**config.mk**
```make
export PLATFORM = sky130hd
export DESIGN_NAME = sp_cpu_core_flat
export DESIGN_NICKNAME = d
export VERILOG_FILES = /design/src/rtl/sp_cpu_pkg.sv /design/src/rtl/sp_cpu_if.sv /design/src/rtl/sp_cpu_alu.sv /design/src/rtl/sp_cpu_core.sv /design/src/flat_wrapper.sv
export SDC_FILE = /design/constraint.sdc
export NUM_CORES = 1
export LEC_CHECK = 0
export CAP_MARGIN = 0
export CORE_ASPECT_RATIO = 0.6
export CORE_MARGIN = 5
export CORE_UTILIZATION = 45
export DETAILED_ROUTE_END_ITERATION = 10
export PLACE_DENSITY = 0.66
export SLEW_MARGIN = 5
export SYNTH_ARGS = -nofsm -noshare
export SYNTH_HDL_FRONTEND = slang
export SYNTH_HIERARCHICAL = 1
export SYNTH_SLANG_ARGS = --single-unit
```
**constraint.sdc**
```tcl
create_clock -name clk -period 4.29 [get_ports clk]
set_input_delay 0.858 -clock clk [delete_from_list [all_inputs] [get_ports clk]]
set_output_delay 0.858 -clock clk [all_outputs]
set_load 0.05 [all_outputs]
```
**src/rtl/sp_cpu_pkg.sv**
```systemverilog
// sp_cpu_pkg: opcodes, FSM state encoding and instruction field helpers for sp_cpu_core.
package sp_cpu_pkg;

    localparam int unsigned OPC_W       = 4;
    localparam int unsigned MAX_DATA_W  = 64;
    localparam int unsigned MAX_INSTR_W = MAX_DATA_W + OPC_W;

    localparam logic [OPC_W-1:0] OP_NOP  = 4'h0;
    localparam logic [OPC_W-1:0] OP_LDI  = 4'h1;
    localparam logic [OPC_W-1:0] OP_ADDI = 4'h2;
    localparam logic [OPC_W-1:0] OP_SUBI = 4'h3;
    localparam logic [OPC_W-1:0] OP_ANDI = 4'h4;
    localparam logic [OPC_W-1:0] OP_ORI  = 4'h5;
    localparam logic [OPC_W-1:0] OP_XORI = 4'h6;
    localparam logic [OPC_W-1:0] OP_MOV  = 4'h7;
    localparam logic [OPC_W-1:0] OP_LDR  = 4'h8;
    localparam logic [OPC_W-1:0] OP_ADDR = 4'h9;
    localparam logic [OPC_W-1:0] OP_JMP  = 4'hA;
    localparam logic [OPC_W-1:0] OP_JZ   = 4'hB;
    localparam logic [OPC_W-1:0] OP_JC   = 4'hC;
    localparam logic [OPC_W-1:0] OP_OUT  = 4'hD;
    localparam logic [OPC_W-1:0] OP_MUL  = 4'hE;
    localparam logic [OPC_W-1:0] OP_HLT  = 4'hF;

    typedef logic [1:0] state_t;
    localparam state_t ST_IDLE  = 2'd0;
    localparam state_t ST_FETCH = 2'd1;
    localparam state_t ST_EXEC  = 2'd2;
    localparam state_t ST_HALT  = 2'd3;

    // Opcode sits directly above the data_w-bit immediate.
    function automatic logic [OPC_W-1:0] instr_op(input logic [MAX_INSTR_W-1:0] instr,
                                                  input int unsigned data_w);
        return OPC_W'(instr >> data_w);
    endfunction

    // Immediate is the low data_w bits of the word.
    function automatic logic [MAX_DATA_W-1:0] instr_imm(input logic [MAX_INSTR_W-1:0] instr,
                                                        input int unsigned data_w);
        logic [MAX_DATA_W-1:0] mask;
        mask = ~({MAX_DATA_W{1'b1}} << data_w);
        return MAX_DATA_W'(instr) & mask;
    endfunction

    // Register-file index k = imm[1:0].
    function automatic logic [1:0] reg_idx(input logic [MAX_DATA_W-1:0] imm);
        return imm[1:0];
    endfunction

endpackage

```
**src/rtl/sp_cpu_if.sv**
```systemverilog
// sp_cpu_if: control, program-load and observation bundle of sp_cpu_core.
interface sp_cpu_if #(
    parameter int unsigned DATA_W = 8,
    parameter int unsigned AW     = 4
);
    localparam int unsigned INSTR_W = 4 + DATA_W;

    logic               ena;
    logic               start;
    logic               prog_we;
    logic [AW-1:0]      prog_addr;
    logic [INSTR_W-1:0] prog_data;
    logic [DATA_W-1:0]  out_data;
    logic               out_valid;
    logic [DATA_W-1:0]  acc_o;
    logic [AW-1:0]      pc_o;
    logic               busy;
    logic               halted;

    modport master (
        output ena, start, prog_we, prog_addr, prog_data,
        input  out_data, out_valid, acc_o, pc_o, busy, halted
    );

    modport slave (
        input  ena, start, prog_we, prog_addr, prog_data,
        output out_data, out_valid, acc_o, pc_o, busy, halted
    );
endinterface

```
**src/rtl/sp_cpu_alu.sv**
```systemverilog
// sp_cpu_alu: combinational accumulator ALU. Multiplier present only when SP_CPU_MUL_EN is defined.
module sp_cpu_alu
    import sp_cpu_pkg::*;
#(
    parameter int unsigned DATA_W = 8
) (
    input  logic [OPC_W-1:0]  op,
    input  logic [DATA_W-1:0] acc,
    input  logic [DATA_W-1:0] opnd,
    output logic [DATA_W-1:0] result_c,
    output logic              carry_c,
    output logic              zero_c
);

    logic [DATA_W:0] sum;
    logic [DATA_W:0] diff;

    assign sum  = {1'b0, acc} + {1'b0, opnd};
    assign diff = {1'b0, acc} - {1'b0, opnd};

    // Result and carry/borrow selection per opcode.
    always_comb begin
        result_c = acc;
        carry_c  = 1'b0;
        case (op)
            OP_LDI, OP_LDR: result_c = opnd;
            OP_ADDI, OP_ADDR: begin
                result_c = sum[DATA_W-1:0];
                carry_c  = sum[DATA_W];
            end
            OP_SUBI: begin
                result_c = diff[DATA_W-1:0];
                carry_c  = diff[DATA_W];
            end
            OP_ANDI: result_c = acc & opnd;
            OP_ORI:  result_c = acc | opnd;
            OP_XORI: result_c = acc ^ opnd;
`ifdef SP_CPU_MUL_EN
            OP_MUL:  result_c = acc * opnd;
`endif
            default: result_c = acc;
        endcase
        zero_c = (result_c == '0);
    end

endmodule

```
**src/rtl/sp_cpu_core.sv**
```systemverilog
// sp_cpu_core: two-cycle accumulator CPU with loadable instruction memory.
// Opcode E is MUL when SP_CPU_MUL_EN is defined, otherwise NOP.
module sp_cpu_core
    import sp_cpu_pkg::*;
#(
    parameter int unsigned DATA_W     = 8,
    parameter int unsigned IMEM_DEPTH = 16
) (
    input  logic     clk,
    input  logic     rst_n,
    sp_cpu_if.slave  bus
);

    localparam int unsigned AW      = $clog2(IMEM_DEPTH);
    localparam int unsigned INSTR_W = 4 + DATA_W;

    state_t              state, state_nxt;
    logic [AW-1:0]       pc;
    logic [INSTR_W-1:0]  ir;
    logic [DATA_W-1:0]   acc;
    logic [DATA_W-1:0]   rf [4];
    logic                z_flag, c_flag;
    logic [DATA_W-1:0]   out_data_q;
    logic                out_valid_q, busy_q, halted_q;
    logic [INSTR_W-1:0]  imem [IMEM_DEPTH];

    logic [OPC_W-1:0]    op;
    logic [DATA_W-1:0]   imm, opnd, alu_res;
    logic [1:0]          k;
    logic                alu_carry, alu_zero;
    logic                cmd_start, do_fetch, prog_wr;
    logic                wr_acc, wr_c, wr_rf, jump, out_fire;

    assign op   = instr_op(MAX_INSTR_W'(ir), DATA_W);
    assign imm  = DATA_W'(instr_imm(MAX_INSTR_W'(ir), DATA_W));
    assign k    = reg_idx(MAX_DATA_W'(imm));
    assign opnd = (op == OP_LDR || op == OP_ADDR || op == OP_MUL) ? rf[k] : imm;

    sp_cpu_alu #(.DATA_W(DATA_W)) u_alu (
        .op       (op),
        .acc      (acc),
        .opnd     (opnd),
        .result_c (alu_res),
        .carry_c  (alu_carry),
        .zero_c   (alu_zero)
    );

    // Next state and per-cycle datapath controls.
    always_comb begin
        state_nxt = state;
        cmd_start = 1'b0;
        do_fetch  = 1'b0;
        prog_wr   = 1'b0;
        wr_acc    = 1'b0;
        wr_c      = 1'b0;
        wr_rf     = 1'b0;
        jump      = 1'b0;
        out_fire  = 1'b0;
        case (state)
            ST_IDLE, ST_HALT: begin
                prog_wr = bus.prog_we;
                if (bus.start) begin
                    state_nxt = ST_FETCH;
                    cmd_start = 1'b1;
                end
            end
            ST_FETCH: begin
                do_fetch  = 1'b1;
                state_nxt = ST_EXEC;
            end
            ST_EXEC: begin
                state_nxt = (op == OP_HLT) ? ST_HALT : ST_FETCH;
                case (op)
                    OP_LDI, OP_ANDI, OP_ORI, OP_XORI, OP_LDR: wr_acc = 1'b1;
                    OP_ADDI, OP_SUBI, OP_ADDR: begin
                        wr_acc = 1'b1;
                        wr_c   = 1'b1;
                    end
`ifdef SP_CPU_MUL_EN
                    OP_MUL: wr_acc = 1'b1;
`endif
                    OP_MOV:  wr_rf    = 1'b1;
                    OP_JMP:  jump     = 1'b1;
                    OP_JZ:   jump     = z_flag;
                    OP_JC:   jump     = c_flag;
                    OP_OUT:  out_fire = 1'b1;
                    default: ;
                endcase
            end
            default: state_nxt = ST_IDLE;
        endcase
    end

    // State register; frozen while ena is low.
    always_ff @(posedge clk or negedge rst_n) begin
        if (!rst_n) begin
            state <= ST_IDLE;
        end else if (bus.ena) begin
            state <= state_nxt;
        end
    end

    // Architectural registers and registered outputs.
    always_ff @(posedge clk or negedge rst_n) begin
        if (!rst_n) begin
            pc          <= '0;
            ir          <= '0;
            acc         <= '0;
            for (int i = 0; i < 4; i++) rf[i] <= '0;
            z_flag      <= 1'b0;
            c_flag      <= 1'b0;
            out_data_q  <= '0;
            out_valid_q <= 1'b0;
            busy_q      <= 1'b0;
            halted_q    <= 1'b0;
        end else if (bus.ena) begin
            busy_q      <= (state_nxt == ST_FETCH) || (state_nxt == ST_EXEC);
            halted_q    <= (state_nxt == ST_HALT);
            out_valid_q <= out_fire;
            if (cmd_start) begin
                pc     <= '0;
                acc    <= '0;
                for (int i = 0; i < 4; i++) rf[i] <= '0;
                z_flag <= 1'b0;
                c_flag <= 1'b0;
            end
            if (do_fetch) begin
                ir <= imem[pc];
                pc <= AW'(pc + 1'b1);
            end
            if (wr_acc) begin
                acc    <= alu_res;
                z_flag <= alu_zero;
            end
            if (wr_c)     c_flag     <= alu_carry;
            if (wr_rf)    rf[k]      <= acc;
            if (jump)     pc         <= AW'(imm);
            if (out_fire) out_data_q <= acc;
        end
    end

    // Instruction memory write port; contents survive reset.
    always_ff @(posedge clk) begin
        if (bus.ena && prog_wr) begin
            imem[bus.prog_addr] <= bus.prog_data;
        end
    end

    assign bus.out_data  = out_data_q;
    assign bus.out_valid = out_valid_q;
    assign bus.acc_o     = acc;
    assign bus.pc_o      = pc;
    assign bus.busy      = busy_q;
    assign bus.halted    = halted_q;

endmodule

```
**src/flat_wrapper.sv**
```systemverilog
// flat-port wrapper written by rule: the top's interface ports become plain ports
module sp_cpu_core_flat import sp_cpu_pkg::*;
#(
    parameter int unsigned DATA_W     = 8,
    parameter int unsigned IMEM_DEPTH = 16
)
  (clk, rst_n, bus_ena, bus_start, bus_prog_we, bus_prog_addr, bus_prog_data, bus_out_data, bus_out_valid, bus_acc_o, bus_pc_o, bus_busy, bus_halted);
  sp_cpu_if #(.DATA_W(DATA_W), .AW((4))) bus_i ();
  input  logic clk;
  input  logic rst_n;
  input wire logic [$bits(bus_i.ena)-1:0] bus_ena;
  input wire logic [$bits(bus_i.start)-1:0] bus_start;
  input wire logic [$bits(bus_i.prog_we)-1:0] bus_prog_we;
  input wire logic [$bits(bus_i.prog_addr)-1:0] bus_prog_addr;
  input wire logic [$bits(bus_i.prog_data)-1:0] bus_prog_data;
  output wire logic [$bits(bus_i.out_data)-1:0] bus_out_data;
  output wire logic [$bits(bus_i.out_valid)-1:0] bus_out_valid;
  output wire logic [$bits(bus_i.acc_o)-1:0] bus_acc_o;
  output wire logic [$bits(bus_i.pc_o)-1:0] bus_pc_o;
  output wire logic [$bits(bus_i.busy)-1:0] bus_busy;
  output wire logic [$bits(bus_i.halted)-1:0] bus_halted;
  assign bus_i.ena = bus_ena;
  assign bus_i.start = bus_start;
  assign bus_i.prog_we = bus_prog_we;
  assign bus_i.prog_addr = bus_prog_addr;
  assign bus_i.prog_data = bus_prog_data;
  assign bus_out_data = bus_i.out_data;
  assign bus_out_valid = bus_i.out_valid;
  assign bus_acc_o = bus_i.acc_o;
  assign bus_pc_o = bus_i.pc_o;
  assign bus_busy = bus_i.busy;
  assign bus_halted = bus_i.halted;
  sp_cpu_core #(.DATA_W(DATA_W), .IMEM_DEPTH(IMEM_DEPTH)) u_core (.clk(clk), .rst_n(rst_n), .bus(bus_i));
endmodule
```
==> results_dict.tcl, run 1 <==
set metrics [dict create \
    nNetsFinal 1018 \
    yosysUniqueCellTypes 73 \
    numPortBuffers 43 \
    final_cell_mix "192 x edfxtp_1, 101 x nand2_1, 76 x nor2_1, 70 x dfrtp_1, 56 x mux2i_1" \
    layoutNonFillerInstCount 1346 \
    area_delta_synth_final_pct 14.4 \
    syn_area_mm2 0.0122 \
    rsz0062_at_grt "false" \
    fin_skew_ns 0.0263 \
    async_flop_share 0.270 \
    grt_start_max_net_pins 72 \
    critPathKind "register to register" \
    globalplace.congestion 0.882 \
    dp_slack_ns 0.353 \
    critPathCaptureType "register" \
    timing.slew.headroom 0.357 \
    drt_iter0_drc 1011 \
    synth_top_flop_cell "edfxtp_1" \
    start_util 0.460 \
    status "completed" \
    yosys.area.top_type_share 0.473 \
    cap_violations 0 \
    synth_area_leaders "edfxtp_1 47%, dfrtp_1 15%, mux4_2 5.9%" \
    synth-edff-count 192 \
    cts_buffer_depth 3 \
    die_w_um 223 \
    final_core_util 0.526 \
    fmax_mhz 250 \
    drt-total-wl_mm 30.2 \
    syn_inst 911 \
    ctsResizeCount 0 \
    fp-row-count 46 \
    finalMaxSlewViolations 0 \
    post-route-period-util 0.934 \
    cp-startpoint "u_core/ir[0]" \
    crit_required_ns 4.74 \
    first_global_vias 7427 \
    antenna_found_initial 0 \
    dp.cells 1300 \
    dpl.hpwl_mm 19.9 \
    fin_ws_ns 0.282 \
    yosys_warnings 6 \
    cts_tree "yes" \
    grt_overflow_total 0 \
    ir_drop_mv 0.308 \
    core_mm2 0.0265 \
    crit_fanout 8 \
    numCtsBuffers 25 \
    setup_viol 0 \
    cp_data_arrival_time_ns 4.46 \
    clk_latency_ns 0.55 \
    r2r_start "u_core/ir[0]" \
    min_period_ns 4.01 \
    ioPinCount 44 \
    tns_ns 0 \
    antenna_cells 0 \
    finalHoldViolations 0 \
    grt_pass1_wl_mm 46.2 \
    synth_top_cell_by_area "edfxtp_1" \
    cts_root_buf "clkbuf_16" \
    worst_pin_slew_ns 0.951 \
    p_per_area_mw_per_mm2 669 \
    clock_sinks 263 \
    mappedNetlistNets 962 \
    p_leak_uw 0.00509 \
    layout_commonest_cell "edfxtp_1" \
    holdBufCountCts 0 \
    gr-usage-all-layers 0.197 \
    dr.pass1.iters 5 \
    synth-seq-cells 263 \
    cts_setup_buffers 0 \
    drive_gt1_frac 0.155 \
    dieArea_mm2 0.0306 \
    routedWlPerCell_um 22.5 \
    seq_area_frac_synth 0.619 \
    hold_ws_ns 0.462 \
    via_per_inst 5.85 \
    syn_area_per_cell_um2 13.4 \
    ant_nets 0 \
    h-tree-depth 1 \
    path_clk_slew_ns 0.06 \
    hp-class "primary input to asynchronous set/reset pin" \
    floorplan.die.height_um 138 \
    drc 0 \
    crit_path_start_kind "register" \
    vias 7877 \
]
[where the power goes]
part	internal, uW	switching [uW]
Sequential	2900	218
Clock	1410	962
Combinational	1400	2450
Total	5710	3630
[sequential cells by signal, summed over array words and instances, names as in the netlist]
| signal | flops |
|---|---|
| u_core/state | 2 |
| u_core/imem | 192 |
| u_core/bus.pc_o | 4 |
| u_core/c_flag | 1 |
| u_core/ir | 12 |
| u_core/rf | 32 |
| u_core/bus.busy | 1 |
| u_core/bus.halted | 1 |
| u_core/bus.out_valid | 1 |
| u_core/z_flag | 1 |
| u_core/bus.out_data | 8 |
| u_core/bus.acc_o | 8 |
[worst max-delay path, cell delays in order, from the launching register on]
cell and delay, ns:
dfrtp_1 0.59, mux4_2 0.56, mux2_2 0.32, inv_1 0.09, ha_1 0.30, inv_2 0.06, a21o_1 0.18, a221oi_1 0.47
o221ai_1 0.20, a221o_1 0.33, or4_1 0.54, nor3_2 0.11, nand2_1 0.06, o21ai_0 0.10
[worst paths after layout]
check	slack [ns]	endpoint	cells past startpoint
worst min-delay path	0.46	u_core/rf[5]	1
max in group asynchronous	3.09	u_core/bus.pc_o[0]	1
worst max register to register	0.28	u_core/z_flag	13
min in group clk	0.49	u_core/c_flag	1
worst min register to register	0.49	u_core/c_flag	1
worst max-delay path	0.28	u_core/z_flag	13
[synthesized netlist by cell type (all sizes together), types with 3 or more instances]
cell	count
clkbuf	19
edfxtp	192
or3	3
a22o	4
mux4	32
o22ai	38
nand2b	6
mux2i	56
o221ai	3
mux2	19
and2	3
o211ai	7
buf	30
a21o	6
a221oi	7
or2	3
nor2	77
o31ai	3
nand2	102
and3	4
a31oi	6
dfrtp	71
nand3	9
a221o	4
a21oi	29
ha	28
a32o	4
o21ai	60
nor3	13
inv	37
[per-layer routing]
layer  GRT usage  share of wire  up-vias
li1            -              -     3539
met1       0.329           0.50     3961
met2       0.262           0.39      337
met3      0.0422          0.086       40
met4      0.0377          0.019        0
met5           0              0        -
[logic make-up after synthesis]
| logic type | Yosys count | share of synthesized area |
|---|---|---|
| XOR/XNOR | 1 | 0.000718 |
| multiplexers | 107 | 0.123 |
| AND/OR/NAND/NOR | 233 | 0.0885 |
| adder cells (fa/ha/maj) | 30 | 0.0320 |
| AO/OA/AOI/OAI | 189 | 0.101 |
| buffers and inverters | 88 | 0.0363 |
| flip-flops | 263 | 0.619 |
[metrics by stage]
stage / power (uW) / area (um^2)
CTS: 9310 / 13900
finish: 9340 / 14000
detailed placement: 6940 / 13100
floorplan: 5820 / 12200
global route: 9810 / 14000
global placement: 6920 / 13100
[cell type report]
type | count | area (um^2)
Tap cell | 360 | 450
Inverter | 37 | 139
Fill cell | 2166 | 12600
Clock inverter | 14 | 215
Sequential cell | 263 | 7550
Multi-Input combinational cell | 560 | 4230
Timing Repair Buffer | 80 | 706
Clock buffer | 32 | 662
Power figures use the tool's default switching activity.
==> run 2: changes to the inputs <==
Settings changed: ABC_AREA set to 1, PLACE_DENSITY 0.66 to 0.61.
==> run 2 against run 1 <==
Global-route usage grew 1.9 points. Combinational power shrank 5.7%. Synthesized cell count grew 43%. Largest power group unchanged. Highest routed layer unchanged.
==> results_dict.tcl, run 2 <==
set metrics [dict create \
    fin_skew_ns 0.0153 \
    path_cells "inv_2, nand2_1, o31ai_4, o21ai_0, inv_1, ha_1, nand2_1, nand2_1, and2_1, nand2_1, nand2_1, nor2_1, nor2_1, nand3_1, nand2_1, nand3_1, nor2_1, nand2_1, nand2_1" \
    yosys_warnings 6 \
    r2r_end "u_core/z_flag" \
    reg_top3 "u_core/imem x192, u_core/rf x32, u_core/ir x12" \
    p_per_area_mw_per_mm2 627 \
    drt_iter0_drc 993 \
    syn_area_mm2 0.0126 \
    async_flop_share 0.270 \
    via_per_inst 5.35 \
    dieArea_mm2 0.0315 \
    clk_latency_ns 0.54 \
    r2r_start "u_core/ir[9]" \
    yosys.area.top_type_share 0.459 \
    finalHoldViolations 0 \
    grt_overflow_total 0 \
    antenna_cells 0 \
    mappedNetlistNets 1351 \
    max_stage_delay_ns 1.03 \
    fp-row-count 47 \
    setup_viol 0 \
    final_cell_mix "436 x nand2_1, 192 x edfxtp_1, 148 x nand3_1, 111 x inv_1, 70 x dfrtp_1" \
    area_delta_synth_final_pct 13.3 \
    synth-seq-cells 263 \
    finalMaxSlewViolations 0 \
    ioPinCount 44 \
    hp-class "primary input to asynchronous set/reset pin" \
    synth_common_cells "436 x nand2_1, 192 x edfxtp_1, 148 x nand3_1" \
    clock_sinks 263 \
    numPortBuffers 43 \
    dp.cells 1693 \
    seq_area_frac_synth 0.600 \
    p_leak_uw 0.00580 \
    timing.slew.headroom 0.141 \
    layout_commonest_cell "nand2_1" \
    rsz0062_at_grt "false" \
    h-tree-depth 1 \
    nNetsFinal 1405 \
    path_clk_slew_ns 0.06 \
    ctsResizeCount 0 \
    dpl.hpwl_mm 22.9 \
    cts_buffer_depth 3 \
    routedWlPerCell_um 19.5 \
    holdBufCountCts 0 \
    cts_tree "yes" \
    min_period_ns 3.90 \
    drt-total-wl_mm 33.9 \
    vias 9315 \
    crit_path_start_kind "register" \
    hold_ws_ns 0.441 \
    antenna_found_initial 0 \
    grt_pass1_wl_mm 52.9 \
    reg2regPathDepth 19 \
    ir_drop_mv 0.381 \
    floorplan.die.height_um 139 \
    first_global_vias 8489 \
    dr.pass1.iters 5 \
    critPathCapture "u_core/z_flag" \
    fin_ws_ns 0.393 \
    critPathCaptureType "register" \
    drive_gt1_frac 0.0845 \
    syn_area_per_cell_um2 9.67 \
    drc 0 \
    synth_top_flop_cell "edfxtp_1" \
    cts_root_buf "clkbuf_16" \
    yosysUniqueCellTypes 42 \
    post-route-period-util 0.908 \
    die_w_um 226 \
    cp_common_cell "nand2_1" \
    cap_violations 0 \
    ant_nets 0 \
    placed_cell_area_mm2 0.0135 \
    crit_fanout 16 \
    grt_start_max_net_pins 73 \
    worst_pin_slew_ns 1.27 \
    cts_setup_buffers 0 \
    numCtsBuffers 26 \
    cp-startpoint "u_core/ir[9]" \
    synth_top_cell_by_area "edfxtp_1" \
    critPathKind "register to register" \
    globalplace.congestion 0.986 \
    crit_required_ns 4.71 \
    gr-usage-all-layers 0.216 \
    synth_most_common_cell "nand2_1" \
    largest_reg_flops 192 \
    core_mm2 0.0275 \
    synth-edff-count 192 \
    syn_inst 1300 \
    synth_area_leaders "edfxtp_1 46%, dfrtp_1 14%, nand2_1 13%" \
    layoutNonFillerInstCount 1740 \
    r2r_slack_ns 0.39 \
    tns_ns 0 \
    cpMaxStageDelayCell "o21ai_0" \
    top_register "u_core/imem" \
    start_util 0.457 \
    cp_data_arrival_time_ns 4.31 \
    status "completed" \
    finish.instance_area_mm2 0.0142 \
    fmax_mhz 257 \
    dp_slack_ns 0.513 \
]
[run 2: cell count changes in the layout (fill, tap and decap cells not counted), moves of 10 or more]
cell / delta
nand3_1: +139
mux4_2: -32
o21ai_0: -30
inv_1: +76
buf_4: -10
a21oi_1: +18
nor2_1: -12
nand3b_1: +12
nand2_1: +335
mux2i_1: -56
mux2_2: -11
[run 2: cell families after synthesis]
kind of cell,count (synthesis),synth area share
simple gates,706,0.245
flops,263,0.600
buf+inv,164,0.0534
compound gates,129,0.0636
fa+ha+maj,30,0.0311
mux,8,0.00717
[run 2: report_power, final]
part | switching, uW | leakage (uW) | internal, uW
Clock | 948 | 0.000366 | 1180
Combinational | 2540 | 0.00275 | 1090
Sequential | 282 | 0.00269 | 2890
Total | 3770 | 0.00580 | 5150
[run 2: routing by layer]
metal,part of all wire,up-vias,global-route usage
li1,-,4471,-
met1,0.53,4473,0.385
met2,0.37,339,0.270
met3,0.082,32,0.0381
met4,0.011,0,0.0286
met5,0,-,0
[run 2: per-stage QoR]
step                 util  power (uW)
floorplan               -        5710
global placement    0.489        6790
detailed placement  0.489        6780
CTS                 0.517        8920
global route        0.517        9510
finish              0.517        8930
[run 2: final cells by class]
| cell class | count | area, um^2 |
|---|---|---|
| flip-flops and latches | 263 | 7550 |
| well taps | 367 | 459 |
| fillers | 2513 | 13300 |
| inverters | 119 | 447 |
| clock inverters | 12 | 96.3 |
| multi-input cells | 873 | 4360 |
| repair buffers | 71 | 651 |
| clock buffers | 35 | 684 |
[run 2: worst min-delay path by stage]
| stage | endpoint | cells after the start | start | slack, ns |
|---|---|---|---|---|
| 6_report | u_core/bus.acc_o[3] | 1 | rst_n | 0.44 |
| 5_1_grt | u_core/bus.busy | 2 | u_core/bus.busy | 0.50 |
| 4_1_cts | u_core/bus.pc_o[2] | 1 | rst_n | 0.47 |
| 3_5_place_dp | u_core/bus.busy | 2 | u_core/bus.busy | 0.46 |
| 3_3_place_gp | u_core/bus.busy | 2 | u_core/bus.busy | 0.46 |
| 2_1_floorplan | u_core/z_flag | 2 | u_core/z_flag | 0.47 |
[run 2: critical path, delay by kind of cell (launching register included)]
kind | cells | cell delay [ns]
and+or+nand+nor | 14 | 1.20
buffers and inverters | 2 | 0.32
adders and majority gates | 1 | 0.40
AOI/OAI and AO/OA | 2 | 1.20
DFF | 1 | 0.64
==> run 3: changes to the inputs <==
Settings changed: SKIP_LAST_GASP set to 1.
==> results of run 3 <==
Same layout as run 2: the final DEF is identical, and so are final timing and power.
